**config.mk**
```make
export PLATFORM = sky130hd
export DESIGN_NAME = multi_zone_light_control
export DESIGN_NICKNAME = d
export VERILOG_FILES = /design/src/rtl/multi_zone_light_control.sv
export SDC_FILE = /design/constraint.sdc
export NUM_CORES = 1
export LEC_CHECK = 0
export CAP_MARGIN = 0
export CORE_MARGIN = 2
export CORE_UTILIZATION = 30
export DETAILED_ROUTE_END_ITERATION = 8
export PLACE_DENSITY_LB_ADDON = 0.25
export RECOVER_POWER = 100
export SYNTH_ARGS = -nofsm -noshare
export SYNTH_HDL_FRONTEND = slang
export SYNTH_SLANG_ARGS = --single-unit
```
**constraint.sdc**
```tcl
create_clock -name clk -period 1.7 [get_ports clk]
set_clock_uncertainty 0.1 [all_clocks]
set_input_delay 0.34 -clock clk [delete_from_list [all_inputs] [get_ports clk]]
set_output_delay 0.34 -clock clk [all_outputs]
set_load 0.03 [all_outputs]
```
**src/rtl/multi_zone_light_control.sv**
```systemverilog
// Per-zone occupancy lighting: each zone turns on when dark and occupied, and turns off when bright or vacant.
// Define LIGHT_HOLD_TIMER_EN to add a HOLD state that keeps the light on for HOLD_CYCLES after presence ends.
module multi_zone_light_control #(
    parameter int unsigned ZONES       = 4,
    parameter int unsigned LUM_W       = 8,
    parameter int unsigned LUM_THRESH  = 16,
    parameter int unsigned LUM_HYST    = 8,
    parameter int unsigned HOLD_CYCLES = 16
) (
    input  logic                         clk,
    input  logic                         reset,
    input  logic [LUM_W-1:0]             lum_sen,
    input  logic [ZONES-1:0]             motion_sen,
    input  logic [ZONES-1:0]             ir_sen,
    input  logic [ZONES-1:0]             manual,
    output logic [ZONES-1:0]             int_light,
    output logic [$clog2(ZONES+1)-1:0]   occ_count
);

    localparam int unsigned OCC_W      = $clog2(ZONES + 1);
    localparam int unsigned LUM_X_W    = LUM_W + 1;
    localparam int unsigned BRIGHT_SUM = LUM_THRESH + LUM_HYST;
    localparam int unsigned LUM_MAX    = (2 ** LUM_W) - 1;
    localparam bit          NEVER_BRIGHT = (BRIGHT_SUM > LUM_MAX);
    localparam logic [LUM_X_W-1:0] THRESH_X = LUM_X_W'(LUM_THRESH);
    localparam logic [LUM_X_W-1:0] BRIGHT_X = LUM_X_W'(BRIGHT_SUM);

`ifdef LIGHT_HOLD_TIMER_EN
    localparam int unsigned CNT_W = (HOLD_CYCLES > 1) ? $clog2(HOLD_CYCLES) : 1;
    localparam logic [CNT_W-1:0] HOLD_LAST = CNT_W'(HOLD_CYCLES - 1);

    typedef enum logic [1:0] {
        ST_OFF  = 2'd0,
        ST_ON   = 2'd1,
        ST_HOLD = 2'd2
    } zone_state_e;
`else
    typedef enum logic [0:0] {
        ST_OFF = 1'b0,
        ST_ON  = 1'b1
    } zone_state_e;
`endif

    logic [LUM_X_W-1:0] lum_x;
    logic               dark;
    logic               bright;
    logic [ZONES-1:0]   on_d;
    logic [ZONES-1:0]   act_d;
    logic [OCC_W-1:0]   on_cnt;

    logic [ZONES-1:0]   int_light_q;
    logic [OCC_W-1:0]   occ_count_q;

    // Shared light level decode, widened so THRESH+HYST cannot wrap.
    assign lum_x  = {1'b0, lum_sen};
    assign dark   = (lum_x < THRESH_X);
    assign bright = !NEVER_BRIGHT && (lum_x >= BRIGHT_X);

    for (genvar g = 0; g < ZONES; g++) begin : g_zone
        zone_state_e state_q;
        zone_state_e state_d;
        logic        presence;

        assign presence = motion_sen[g] | ir_sen[g];

`ifdef LIGHT_HOLD_TIMER_EN
        logic [CNT_W-1:0] cnt_q;
        logic [CNT_W-1:0] cnt_d;

        always_ff @(posedge clk or negedge reset) begin
            if (!reset) begin
                state_q <= ST_OFF;
                cnt_q   <= '0;
            end else begin
                state_q <= state_d;
                cnt_q   <= cnt_d;
            end
        end

        // Bright wins over presence and the hold timer while lit.
        always_comb begin
            state_d = state_q;
            cnt_d   = cnt_q;
            case (state_q)
                ST_OFF: begin
                    if (dark && presence) begin
                        state_d = ST_ON;
                    end
                end
                ST_ON: begin
                    if (bright) begin
                        state_d = ST_OFF;
                    end else if (!presence) begin
                        state_d = ST_HOLD;
                        cnt_d   = '0;
                    end
                end
                ST_HOLD: begin
                    if (bright) begin
                        state_d = ST_OFF;
                        cnt_d   = '0;
                    end else if (presence) begin
                        state_d = ST_ON;
                        cnt_d   = '0;
                    end else if (cnt_q == HOLD_LAST) begin
                        state_d = ST_OFF;
                        cnt_d   = '0;
                    end else begin
                        cnt_d = cnt_q + CNT_W'(1);
                    end
                end
                default: begin
                    state_d = ST_OFF;
                    cnt_d   = '0;
                end
            endcase
        end
`else
        always_ff @(posedge clk or negedge reset) begin
            if (!reset) begin
                state_q <= ST_OFF;
            end else begin
                state_q <= state_d;
            end
        end

        // Without a hold timer the zone drops out on the first vacant edge.
        always_comb begin
            state_d = state_q;
            case (state_q)
                ST_OFF: begin
                    if (dark && presence) begin
                        state_d = ST_ON;
                    end
                end
                ST_ON: begin
                    if (bright || !presence) begin
                        state_d = ST_OFF;
                    end
                end
                default: begin
                    state_d = ST_OFF;
                end
            endcase
        end
`endif

        assign on_d[g]  = (state_d == ST_ON);
        assign act_d[g] = (state_d != ST_OFF);
    end : g_zone

    always_comb begin
        on_cnt = '0;
        for (int i = 0; i < ZONES; i++) begin
            on_cnt = on_cnt + OCC_W'(on_d[i]);
        end
    end

    // Manual override only affects the drive, never the zone state.
    always_ff @(posedge clk or negedge reset) begin
        if (!reset) begin
            int_light_q <= '0;
            occ_count_q <= '0;
        end else begin
            int_light_q <= act_d | manual;
            occ_count_q <= on_cnt;
        end
    end

    assign int_light = int_light_q;
    assign occ_count = occ_count_q;

endmodule : multi_zone_light_control

```
==> results of run 1 <==
-- report_power, final --
part | switching (uW) | internal [uW]
sequential | 3.10 | 272
clock | 79.2 | 90.7
combinational | 47.1 | 62.5
total | 129 | 425
-- metrics by stage --
step | TNS, ps | utilization | std cells | worst slack (ps) | instance area [um2]
2_1_floorplan | -819 | - | 31 | -356 | 469
3_3_place_gp | -2520 | 0.575 | 76 | -793 | 776
3_5_place_dp | -2580 | 0.575 | 76 | -810 | 776
4_1_cts | -564 | 0.617 | 81 | -262 | 833
5_1_grt | -634 | 0.627 | 81 | -275 | 847
6_report | -547 | 0.627 | 81 | -243 | 847
-- layout by cell type, fill, tap and decap left out --
cell and count:
or2_1 4, nor2_2 1, dlygate4sd2_1 6, dlymetal6s2s_1 3
nand2b_1 1, fa_1 1, or3_4 1, nor2_1 3
nand2b_4 3, clkdlybuf4s50_1 12, a211oi_4 3, buf_4 5
a211oi_2 1, clkbuf_4 4, buf_2 1, dlygate4sd3_1 1
buf_6 2, clkbuf_1 1, ha_2 1, dfrtp_1 11
ha_4 1
-- worst max path at each step --
stage,slack [ps],endpoint,cells past startpoint,from
2_1_floorplan,-360,occ_count[1]$_DFF_PN0_,5,lum_sen[5]
3_3_place_gp,-790,occ_count[1]$_DFF_PN0_,6,lum_sen[5]
3_5_place_dp,-810,occ_count[1]$_DFF_PN0_,6,lum_sen[5]
4_1_cts,-260,occ_count[1]$_DFF_PN0_,6,lum_sen[7]
5_1_grt,-280,occ_count[1]$_DFF_PN0_,6,lum_sen[5]
6_report,-240,occ_count[1]$_DFF_PN0_,6,lum_sen[5]
-- routing by layer --
metal / vias to the layer above / GRT usage / wire (um)
met5: - / 0 / 0
met3: 5 / 0.0681 / 110
met1: 167 / 0.141 / 342
met4: 0 / 0.0750 / 22
li1: 172 / - / -
met2: 19 / 0.185 / 460
-- kinds of logic (layout without fill, tap and decap cells) --
family | after synthesis | in the layout | synth area share
DFF | 11 | 11 | 0.613
buffers and inverters | 0 | 35 | 0
and+or+nand+nor | 13 | 13 | 0.175
AOI/OAI and AO/OA | 4 | 4 | 0.111
adders and majority gates | 3 | 3 | 0.100
-- critical path, delay by kind of cell --
kind,cells,cell delay [ps]
fa+ha+maj,3,870
simple gates,1,430
compound gates,1,260
buf+inv,1,90
-- flip-flops by register name, summed over array words and instances, names as in the netlist --
register	cells
int_light	4
g_zone.state_q	4
occ_count	3
-- repair_timing --
action                                  in CTS  in global routing
resized for setup                           22                  4
endpoints found under the setup margin       7                  6
hold buffers                                 0                  0
pin swaps                                    5                  5
buffers inserted                             1                  0
-- layout make-up --
type	instances	area (um2)	area share
clock buffers	4	26.3	0.0310
flip-flops and latches	11	275	0.325
multi-input cells	20	234	0.276
repair buffers	31	293	0.346
well taps	15	18.8	0.0222
==> results.cfg, run 1 <==
[run_status]
failed_checks = negative setup slack
status = finished, violations left

[route]
vias = 363
antenna_left = 0
firstDrtPassIters = 3
drt-total-wl_um = 935
wire_per_inst_um = 11.5
drt_iter0_markers = 1
drc_errors = 0
via_per_inst = 4.48

[synthesis]
syn_area_per_cell_um2 = 14.5
yosysSeqAreaShare = 0.613
ys_ff_latch = 11
synth_cell_types = 9
netlist_area_um2 = 449
async_flop_share = 1.00
syn_nets = 56
ys_top_cells_by_count = dfrtp_1 (11), a211oi_2 (4), nor2_1 (4), or2_1 (4), nand2b_1 (3)
synth-main-ff-cell = dfrtp_1
synth_top_cell_by_area = dfrtp_1
yosys-top-cells-area = dfrtp_1 (61%), a211oi_2 (11%), ha_1 (5.6%), or2_1 (5.6%), fa_1 (4.5%)
synth_edf_count = 0
yosysTopAreaCellShare = 0.613
yosysMostFrequentCell = dfrtp_1
synth_cells = 31
synth_warnings = 0

[place]
gp_congestion = 0.727
port_buffers = 25

[timing]
setup_viol = 3
hold_slack_ps = 365
post-route-worst-setup-slack_ps = -243
fin_crit_sh = 1.14
clock.fmax_mhz = 515
final-hold-violation-count = 0
rsz0062_at_grt = yes
relSlewSlack = 0.683
worst_pin_slew_ps = 474
min_period_ps = 1940
slew_viol_final = 0

[layout]
area_growth_pct = 88.6
fill_cells = 123
drive_above_1_share = 0.348
diodes = 0
fin_nets = 92

[hold_path]
worstHoldPathType = in2async

[setup_path]
cp_max_fo = 4
crit_path_start_kind = input pin
worst-r2r-setup-slack_ps = -100
rr_worst_depth = 5
r2r_end = occ_count[1]$_DFF_PN0_
r2r_start = g_zone[3].state_q$_DFF_PN0_
cp.required_ps = 1750
crit_chain = buf_6, or3_4, a211oi_4, fa_1, ha_2, ha_4
slowest_delay_ps = 470
end_kind = flip-flop
cpMaxStageDelayCell = fa_1
arrival_ps = 2000
worst-setup-path-type = in2reg

[floorplanning]
die_area_um2 = 1820
chipWidth_um = 42.7
fp.coreArea_um2 = 1350
rows = 13
io_pins = 29
die_h_um = 42.7
initial_core_util = 0.333

[grt]
antenna_found_initial = 0
grt_max_degree = 12
grt_overflow = 0
grt_pass1_wl_mm = 1.58
track_usage = 0.125
grt_pass1_vias = 362

[cts]
clock_path_buffers = 2
htreeDepth = 1
clk_pin_slew_ps = 60
cts_buffers = 3
numClockSinks = 11
clkLatencyLatePin_ps = 260
root_buffer = clkbuf_4
cts_tree = built

[run]
maxCapViolCount = 0

[pwr]
leakagePower_uw = 0.000413
ir_drop_mv = 0.535
p_per_area_nw_per_um2 = 655
p_total_uw = 555
No activity file was read; power rests on OpenSTA's default activity.
==> inputs of run 2 (changes only) <==
--- a/config.mk
+++ b/config.mk
@@ -5,10 +5,13 @@
 export SDC_FILE = /design/constraint.sdc
 export NUM_CORES = 1
 export LEC_CHECK = 0
+export ABC_AREA = 1
+export ABC_CLOCK_PERIOD_IN_PS = 1700
 export CAP_MARGIN = 0
 export CORE_MARGIN = 2
-export CORE_UTILIZATION = 30
+export CORE_UTILIZATION = 31
 export DETAILED_ROUTE_END_ITERATION = 8
+export GPL_TIMING_DRIVEN = 0
 export PLACE_DENSITY_LB_ADDON = 0.25
 export RECOVER_POWER = 100
 export SYNTH_ARGS = -nofsm -noshare
==> results.cfg, run 2 <==
[place]
gp_congestion = 0.652
dpl.hpwl_um = 722
port_buffers = 25

[grt]
grt_max_degree = 12
antenna_found_initial = 0
grt_pass1_wl_mm = 2.21
grt_overflow = 0
grt_pass1_vias = 519
track_usage = 0.169

[synthesis]
yosysTopAreaCellShare = 0.582
synth_top_cell_by_area = dfrtp_1
syn_nets = 75
synth-main-ff-cell = dfrtp_1
yosysSeqAreaShare = 0.582
ys_top_cells_by_count = nand2_1 (12), dfrtp_1 (11), inv_1 (8)
synth_edf_count = 0
synth_cell_types = 11
netlist_area_um2 = 473
synth_warnings = 0
async_flop_share = 1.00
syn_area_per_cell_um2 = 9.46
ys_ff_latch = 11
yosys-top-cells-area = dfrtp_1 (58%), nand2_1 (9.5%), inv_1 (6.3%), ha_1 (5.3%), fa_1 (4.2%)
synth_cells = 50
yosysMostFrequentCell = nand2_1

[route]
wire_per_inst_um = 11.8
firstDrtPassIters = 4
drt_iter0_markers = 8
drc_errors = 0
vias = 509
via_per_inst = 4.39
antenna_left = 0
drt-total-wl_mm = 1.37

[run]
maxCapViolCount = 0

[floorplanning]
rows = 14
die_h_um = 43.1
die_area_um2 = 1850
io_pins = 29
fp.coreArea_um2 = 1470
initial_core_util = 0.321
chipWidth_um = 43.1

[layout]
fin_nets = 126
diodes = 0
drive_above_1_share = 0.480
most-common-layout-cells = dlygate4sd2_1 (13), buf_4 (13), dfrtp_1 (11)
final_util = 0.679
area_growth_pct = 111

[timing]
min_period_ps = 1780
setup_viol = 3
fin_crit_sh = 1.05
final-hold-violation-count = 0
clock.fmax_mhz = 563
slew_viol_final = 0
worst_pin_slew_ps = 503
post-route-worst-setup-slack_ps = -77.4
rsz0062_at_grt = yes
relSlewSlack = 0.664
setup_tns_ps = -130

[pwr]
p_per_area_nw_per_um2 = 584
ir_drop_mv = 0.591
leakagePower_uw = 0.000551

[setup_path]
arrival_ps = 1840
cp_max_fo = 2
cp.required_ps = 1760
crit_path_start_kind = input pin
worst-setup-path-type = in2reg
end_kind = flip-flop

[cts]
clkLatencyLatePin_ps = 280
hold_buffers = 0
cts_tree = built
root_buffer = clkbuf_4
cts_buffers = 3
numClockSinks = 11
clk_pin_slew_ps = 80
clock_path_buffers = 2
htreeDepth = 1

[hold_path]
worstHoldPathType = in2async

[run_status]
failed_checks = negative setup slack
status = finished, violations left
[run 2: changes by cell type in the layout (fill, tap and decap cells not counted), moves of 7 or more]
cell	previous run	this run
dlygate4sd2_1	6	13
nand2_2	0	7
buf_4	5	13
buf_6	2	10
[run 2: worst max-delay path, stage by stage]
cell and delay [ps]:
dlygate4sd2_1 230, nor2_1 120, clkinv_1 90, nand2_2 100
inv_2 50, fa_1 580, ha_4 140, ha_4 180
[run 2: worst paths after layout]
path / startpoint / endpoint / slack, ps / cells after the start
setup / recovery: motion_sen[1] / occ_count[1]$_DFF_PN0_ / -80 / 8
hold / removal: reset / g_zone[1].state_q$_DFF_PN0_ / 290 / 1
setup reg to reg: g_zone[1].state_q$_DFF_PN0_ / occ_count[1]$_DFF_PN0_ / -60 / 7
hold reg to reg: g_zone[2].state_q$_DFF_PN0_ / int_light[2]$_DFF_PN0_ / 500 / 4
max in group asynchronous: reset / int_light[2]$_DFF_PN0_ / 860 / 1
min in group clk: lum_sen[6] / g_zone[3].state_q$_DFF_PN0_ / 350 / 6
[run 2: what timing repair did]
action | 4_1_cts | 5_1_grt
resized for setup | 38 | 20
pin swaps | 16 | 10
buffers inserted | 20 | 1
endpoints found under the hold margin | 0 | 0
cloned | 0 | 0
setup endpoints to repair | 10 | 5
[run 2: final cells by class]
cell class	instances	area (um2)
Clock buffer	4	26.3
Fill cell	125	473
Inverter	12	45.0
Multi-Input combinational cell	27	223
Sequential cell	11	275
Tap cell	16	20.0
Timing Repair Buffer	46	409
[run 2: logic make-up (layout without fill, tap and decap cells)]
logic type	Yosys count	count (layout)	share of synthesized area
AND/OR/NAND/NOR	24	24	0.228
buffers and inverters	12	62	0.0952
flip-flops	11	11	0.582
adder cells (fa/ha/maj)	3	3	0.0952
[run 2: stage by stage]
stage               setup slack, ps  total power (uW)  area (um2)  std cells  hold slack, ps
finish                        -77.4               583         998        116             292
CTS                           -78.1               577         933        115             302
floorplan                     -85.2               318         480         50           -55.6
global route                   -119               612         998        116             324
detailed placement             -709               387         751         91             470
global placement               -698               386         751         91             472
[run 2: power by group]
part	switching [uW]	leakage, uW	internal, uW
Clock	92.1	0.0000150	91.1
Sequential	2.53	0.000142	272
Combinational	60.1	0.000393	65.0
Total	155	0.000551	428
[run 2: per-layer routing]
metal  vias up  GRT usage  part of all wire
met5         -          0                 0
met4         0     0.0364             0.024
met2        22      0.294              0.55
met1       239      0.183              0.33
met3         4     0.0851             0.097
li1        244          -                 -
==> RTL change 1, RTL diff (settings of run 2) <==
Register the inputs `lum_sen`, `motion_sen`, `ir_sen` and `manual` before use. The logic sees them one clock later.
--- a/src/rtl/multi_zone_light_control.sv
+++ b/src/rtl/multi_zone_light_control.sv
@@ -24,6 +24,18 @@
     localparam bit          NEVER_BRIGHT = (BRIGHT_SUM > LUM_MAX);
     localparam logic [LUM_X_W-1:0] THRESH_X = LUM_X_W'(LUM_THRESH);
     localparam logic [LUM_X_W-1:0] BRIGHT_X = LUM_X_W'(BRIGHT_SUM);
+
+    logic [LUM_W-1:0] lum_sen_q;
+    logic [ZONES-1:0] motion_sen_q;
+    logic [ZONES-1:0] ir_sen_q;
+    logic [ZONES-1:0] manual_q;
+
+    always_ff @(posedge clk) begin
+        lum_sen_q    <= lum_sen;
+        motion_sen_q <= motion_sen;
+        ir_sen_q     <= ir_sen;
+        manual_q     <= manual;
+    end
 
 `ifdef LIGHT_HOLD_TIMER_EN
     localparam int unsigned CNT_W = (HOLD_CYCLES > 1) ? $clog2(HOLD_CYCLES) : 1;
@@ -52,7 +64,7 @@
     logic [OCC_W-1:0]   occ_count_q;
 
     // Shared light level decode, widened so THRESH+HYST cannot wrap.
-    assign lum_x  = {1'b0, lum_sen};
+    assign lum_x  = {1'b0, lum_sen_q};
     assign dark   = (lum_x < THRESH_X);
     assign bright = !NEVER_BRIGHT && (lum_x >= BRIGHT_X);
 
@@ -61,7 +73,7 @@
         zone_state_e state_d;
         logic        presence;
 
-        assign presence = motion_sen[g] | ir_sen[g];
+        assign presence = motion_sen_q[g] | ir_sen_q[g];
 
 `ifdef LIGHT_HOLD_TIMER_EN
         logic [CNT_W-1:0] cnt_q;
@@ -162,7 +174,7 @@
             int_light_q <= '0;
             occ_count_q <= '0;
         end else begin
-            int_light_q <= act_d | manual;
+            int_light_q <= act_d | manual_q;
             occ_count_q <= on_cnt;
         end
     end
Formal check against the unedited RTL: not equivalent (a bounded check fails within 4 cycles, from zero or initial values and one cycle with reset low).
==> RTL change 1 against run 2 <==
  * Total power increased by 85%
  * First-iteration DRC count decreased by 63%
  * Clock power increased by 47%
  * Routed wire length decreased by 2.0%
  * Largest cell class is now registers
  * Final area increased by 24%
  * Register-to-register slack got worse by 150 ps
  * Area after synthesis increased by 72%
  * Sequential cell count increased by 17
  * The flow still finishes with violations (negative setup slack)
  * Setup slack got worse by 130 ps
==> RTL change 1: results (changes against run 2) <==
metric,value,unit,change
Area contributors post-synth,"dfxtp_1 42%, dfrtp_1 34%, nand2_1 5.5%, inv_1 3.7%, ha_1 3.1%",,
drt initial violations,3,,-5
H-tree levels,1,,unchanged
HPWL Detailed,939,um,+30%
yosys warns,0,,unchanged
CP max stage cell,fa_1,,
FF-to-FF Start,lum_sen_q[7]$_DFF_P_,,
Cells after Synth,67,,+34%
worst skew pair latency,310,ps,+30 ps
drt pass-1 iters,2,,-2
FF-to-FF path depth,8,,+1
ys flop type,dfxtp_1,,
Sw Share,22.2,%,-4.3 points
Root Driver,clkbuf_4,,
Via density,3.92,,-11%
max reg flops,5,,
# setup viols final,3,,unchanged
Leakage,0.612,nW,+11%
post-place setup slack,-189,ps,+520 ps
Reg-to-Reg End,occ_count[1]$_DFF_PN0_,,
CP Max Fanout,5,,+3
initial antenna violation count,0,,unchanged
leading cell types by count after synthesis,"17 x dfxtp_1, 12 x nand2_1, 11 x dfrtp_1, 8 x inv_1, 5 x nor2_1",,
sequential share of power,65.4,%,+18 points
"Seq/Total Area, Yosys",75.7,%,+17 points
Hold/Removal Path Class,input port to async pin,,
fraction of registers with async set/reset,39.3,%,-61 points
vias post-DR,522,,+2.6%
placed standard-cell area,1100,um^2,+47%
gpl congestion,0.717,,+10%
Num CTS Buffers,3,,unchanged
pin count of the biggest net entering global routing,16,,+4
Worst EP arrival,2080,ps,+240 ps
IO buf count,25,,unchanged
hold slack,302,ps,+10.2 ps
final setup margin,-208,ps,-131 ps
vias in the first global route,565,,+8.9%
share of post-route cells with drive strength above 1,29.1,%,-19 points
GRT Total Usage,10.2,%,-6.6 points
Clock Pin Slew Worst Setup and Hold Paths,140,ps,+60 ps
status,"finished, violations left",,
most flop-heavy register,lum_sen_q,,
violated checks,negative setup slack,,
Slew HR,67.2,%,+0.81 points
worst-case clock buffer depth,2,,unchanged
Yosys cell types,12,,+1
first-pass GRT wire length,2420,um,+9.4%
Worst path max stage delay,440,ps,-140 ps
Inst Count DP,122,,+34%
drt total wl,1340,um,-2.0%
Mapped Nets,92,,+23%
maximum VDD drop,0.454,mV,-23%
nets,129,,+2.4%
setup_tns,-403,ps,-273 ps
ant diodes,0,,unchanged
RTL change 1: how the worst max path moves through the flow:
stage / from / endpoint / slack [ps]
6_report: lum_sen_q[7]$_DFF_P_ / occ_count[1]$_DFF_PN0_ / -210
5_1_grt: lum_sen_q[7]$_DFF_P_ / occ_count[1]$_DFF_PN0_ / -270
4_1_cts: lum_sen_q[6]$_DFF_P_ / occ_count[1]$_DFF_PN0_ / -160
3_5_place_dp: lum_sen_q[7]$_DFF_P_ / occ_count[1]$_DFF_PN0_ / -190
3_3_place_gp: lum_sen_q[7]$_DFF_P_ / occ_count[1]$_DFF_PN0_ / -180
2_1_floorplan: lum_sen_q[7]$_DFF_P_ / occ_count[1]$_DFF_PN0_ / -60
RTL change 1: power groups by stage:
stage	clock network, mW	registers (mW)	logic, mW
after floorplan	0	0.732	0.0196
after global placement	0	0.715	0.103
after detailed placement	0	0.716	0.104
after CTS	0.287	0.704	0.106
after global routing	0.318	0.708	0.114
final	0.269	0.703	0.103
RTL change 1: logic make-up after synthesis:
group | synth area share [%]
fa+ha+maj | 5.54
buf+inv | 5.54
flops | 75.7
simple gates | 13.2
RTL change 1: area by class of cell:
type | instances | area [um^2]
inverter | 12 | 45.0
multi-input combinational | 27 | 218
clock buffer | 4 | 26.3
fill | 244 | 1240
sequential | 28 | 619
timing repair buffer | 32 | 294
tap | 30 | 37.5
RTL change 1: what timing repair did:
item | CTS | global route
setup endpoints to repair | 10 | 3
pin swaps | 11 | 10
buffers inserted | 4 | 3
gates resized for setup | 20 | 4
cloned | 0 | 0
RTL change 1: critical path, delay by kind of cell (launching register included):
kind	cells	cell delay [ps]
flip-flops	1	350
adder cells (fa/ha/maj)	3	880
AND/OR/NAND/NOR	4	470
buffers and inverters	1	60
RTL change 1: metal layers:
layer / wire [um] / GRT usage [%] / vias up / share of wire [%]
met5: 0 / 0 / - / 0
met4: 0 / 5.23 / 0 / 0
met3: 79 / 3.04 / 0 / 5.9
met2: 719 / 17.2 / 14 / 54
met1: 543 / 11.8 / 240 / 40
li1: - / - / 268 / -
==> RTL change 2, RTL diff (config.mk and constraints of run 2) <==
Made on the original files. Set the parameter `LUM_W` to 10 (it was 8).
--- a/src/rtl/multi_zone_light_control.sv
+++ b/src/rtl/multi_zone_light_control.sv
@@ -2,7 +2,7 @@
 // Define LIGHT_HOLD_TIMER_EN to add a HOLD state that keeps the light on for HOLD_CYCLES after presence ends.
 module multi_zone_light_control #(
     parameter int unsigned ZONES       = 4,
-    parameter int unsigned LUM_W       = 8,
+    parameter int unsigned LUM_W       = 10,
     parameter int unsigned LUM_THRESH  = 16,
     parameter int unsigned LUM_HYST    = 8,
     parameter int unsigned HOLD_CYCLES = 16
Ports: changed (resized lum_sen); port bits go from 29 to 31. No check against the original RTL was run, so the function may have changed too.
==> RTL change 2 against run 2 <==
  * The flow still finishes with violations (negative setup slack)
  * Setup slack got worse by 10 ps
  * Total power increased by 2.8%
  * Sequential cell count unchanged
  * Area after synthesis increased by 12%
  * Fmax decreased by 0.58%
  * Clock power increased by 2%
  * Routed wire length increased by 7.5%
  * Final area increased by 4.6%
  * Critical path type is now register to register
  * Critical endpoint unchanged
  * Largest cell class unchanged
  * Highest routed layer unchanged
==> RTL change 2: results (changes against run 2) <==
metric,value,unit,change
met2 wire len,810,um,+7.7%
post-place setup slack,-823,ps,-114 ps
gpl congestion,0.683,,+4.8%
drt pass-1 iters,3,,-1
postcts setup bufs,15,,-25%
Mapped Nets,82,,+9.3%
Area contributors post-synth,"dfrtp_1 52%, inv_1 7.1%, nand2_1 4.9%, ha_1 4.7%, nand3_1 4.7%",,
# setup viols final,2,,-1
sequential share of power,46.1,%,-1.0 points
GR Util met1,19.8,%,+1.5 points
status,"finished, violations left",,
violated checks,negative setup slack,,
clock network power,187,uW,+2%
Worst EP arrival,1860,ps,+20 ps
WL met3,94,um,-29%
GRT Total Usage,17.6,%,+0.72 points
met3 usage,7.14,%,-1.4 points
"Buffers, non-clock",43,,-6.5%
clkbuf count,3,,-1
clk cell area share,2.63,%,+0.0032 points
Cells after Synth,55,,+10%
drt initial violations,4,,-4
post-CTS sizing,65,,+71%
# fillers,123,,-1.6%
most numerous cell in the Yosys netlist,dfrtp_1,,
Worst Setup SP,g_zone[3].state_q$_DFF_PN0_,,
IO buf count,27,,+8.0%
Sw Pwr,168,uW,+8.5%
WL per Instance,12.5,um,+5.7%
DRT met1 WL,551,um,+22%
Via density,4.55,,+3.7%
"Seq/Total Area, Yosys",51.8,%,-6.4 points
Worst path max stage delay,490,ps,-90 ps
HPWL Detailed,870,um,+20%
placed standard-cell area,837,um^2,+12%
leading cell types by count after synthesis,"11 x dfrtp_1, 10 x inv_1, 7 x nand2_1, 5 x nand3_1",,
vias in the first global route,595,,+15%
first-pass GRT wire length,2550,um,+16%
multi-input combinational area share,29.1,%,+6.8 points
final setup margin,-87.7,ps,-10.4 ps
final cell area excluding filler cells,1040,um^2,+4.6%
"Non-clock buffers, area share",36.4,%,-4.6 points
## RTL change 2: cell types whose count changed after synthesis, moves of 2 or more
cell	change
nand3_2	+2
o21bai_1	+2
or2_2	+4
clkinv_1	-4
nor2_1	-2
nand2_1	-5
nor2_2	+3
inv_1	+2
nand3b_1	+2
## RTL change 2: path summary, 6_finish.rpt
kind                                           to  slack, ps  cells past startpoint
max in group asynchronous  occ_count[2]$_DFF_PN0_        780                      1
min in group clk           int_light[2]$_DFF_PN0_        380                      6
min                        int_light[1]$_DFF_PN0_        360                      1
max                        occ_count[1]$_DFF_PN0_        -90                      6
min reg2reg                int_light[2]$_DFF_PN0_        520                      4
max reg2reg                occ_count[1]$_DFF_PN0_        -90                      6
## RTL change 2: cell families (layout without fill, tap and decap cells)
logic type,Yosys count,in the layout,synth area share (%)
adders and majority gates,3,3,8.47
DFF,11,11,51.8
and+or+nand+nor,28,28,28.9
AOI/OAI and AO/OA,3,3,3.76
buffers and inverters,10,57,7.06
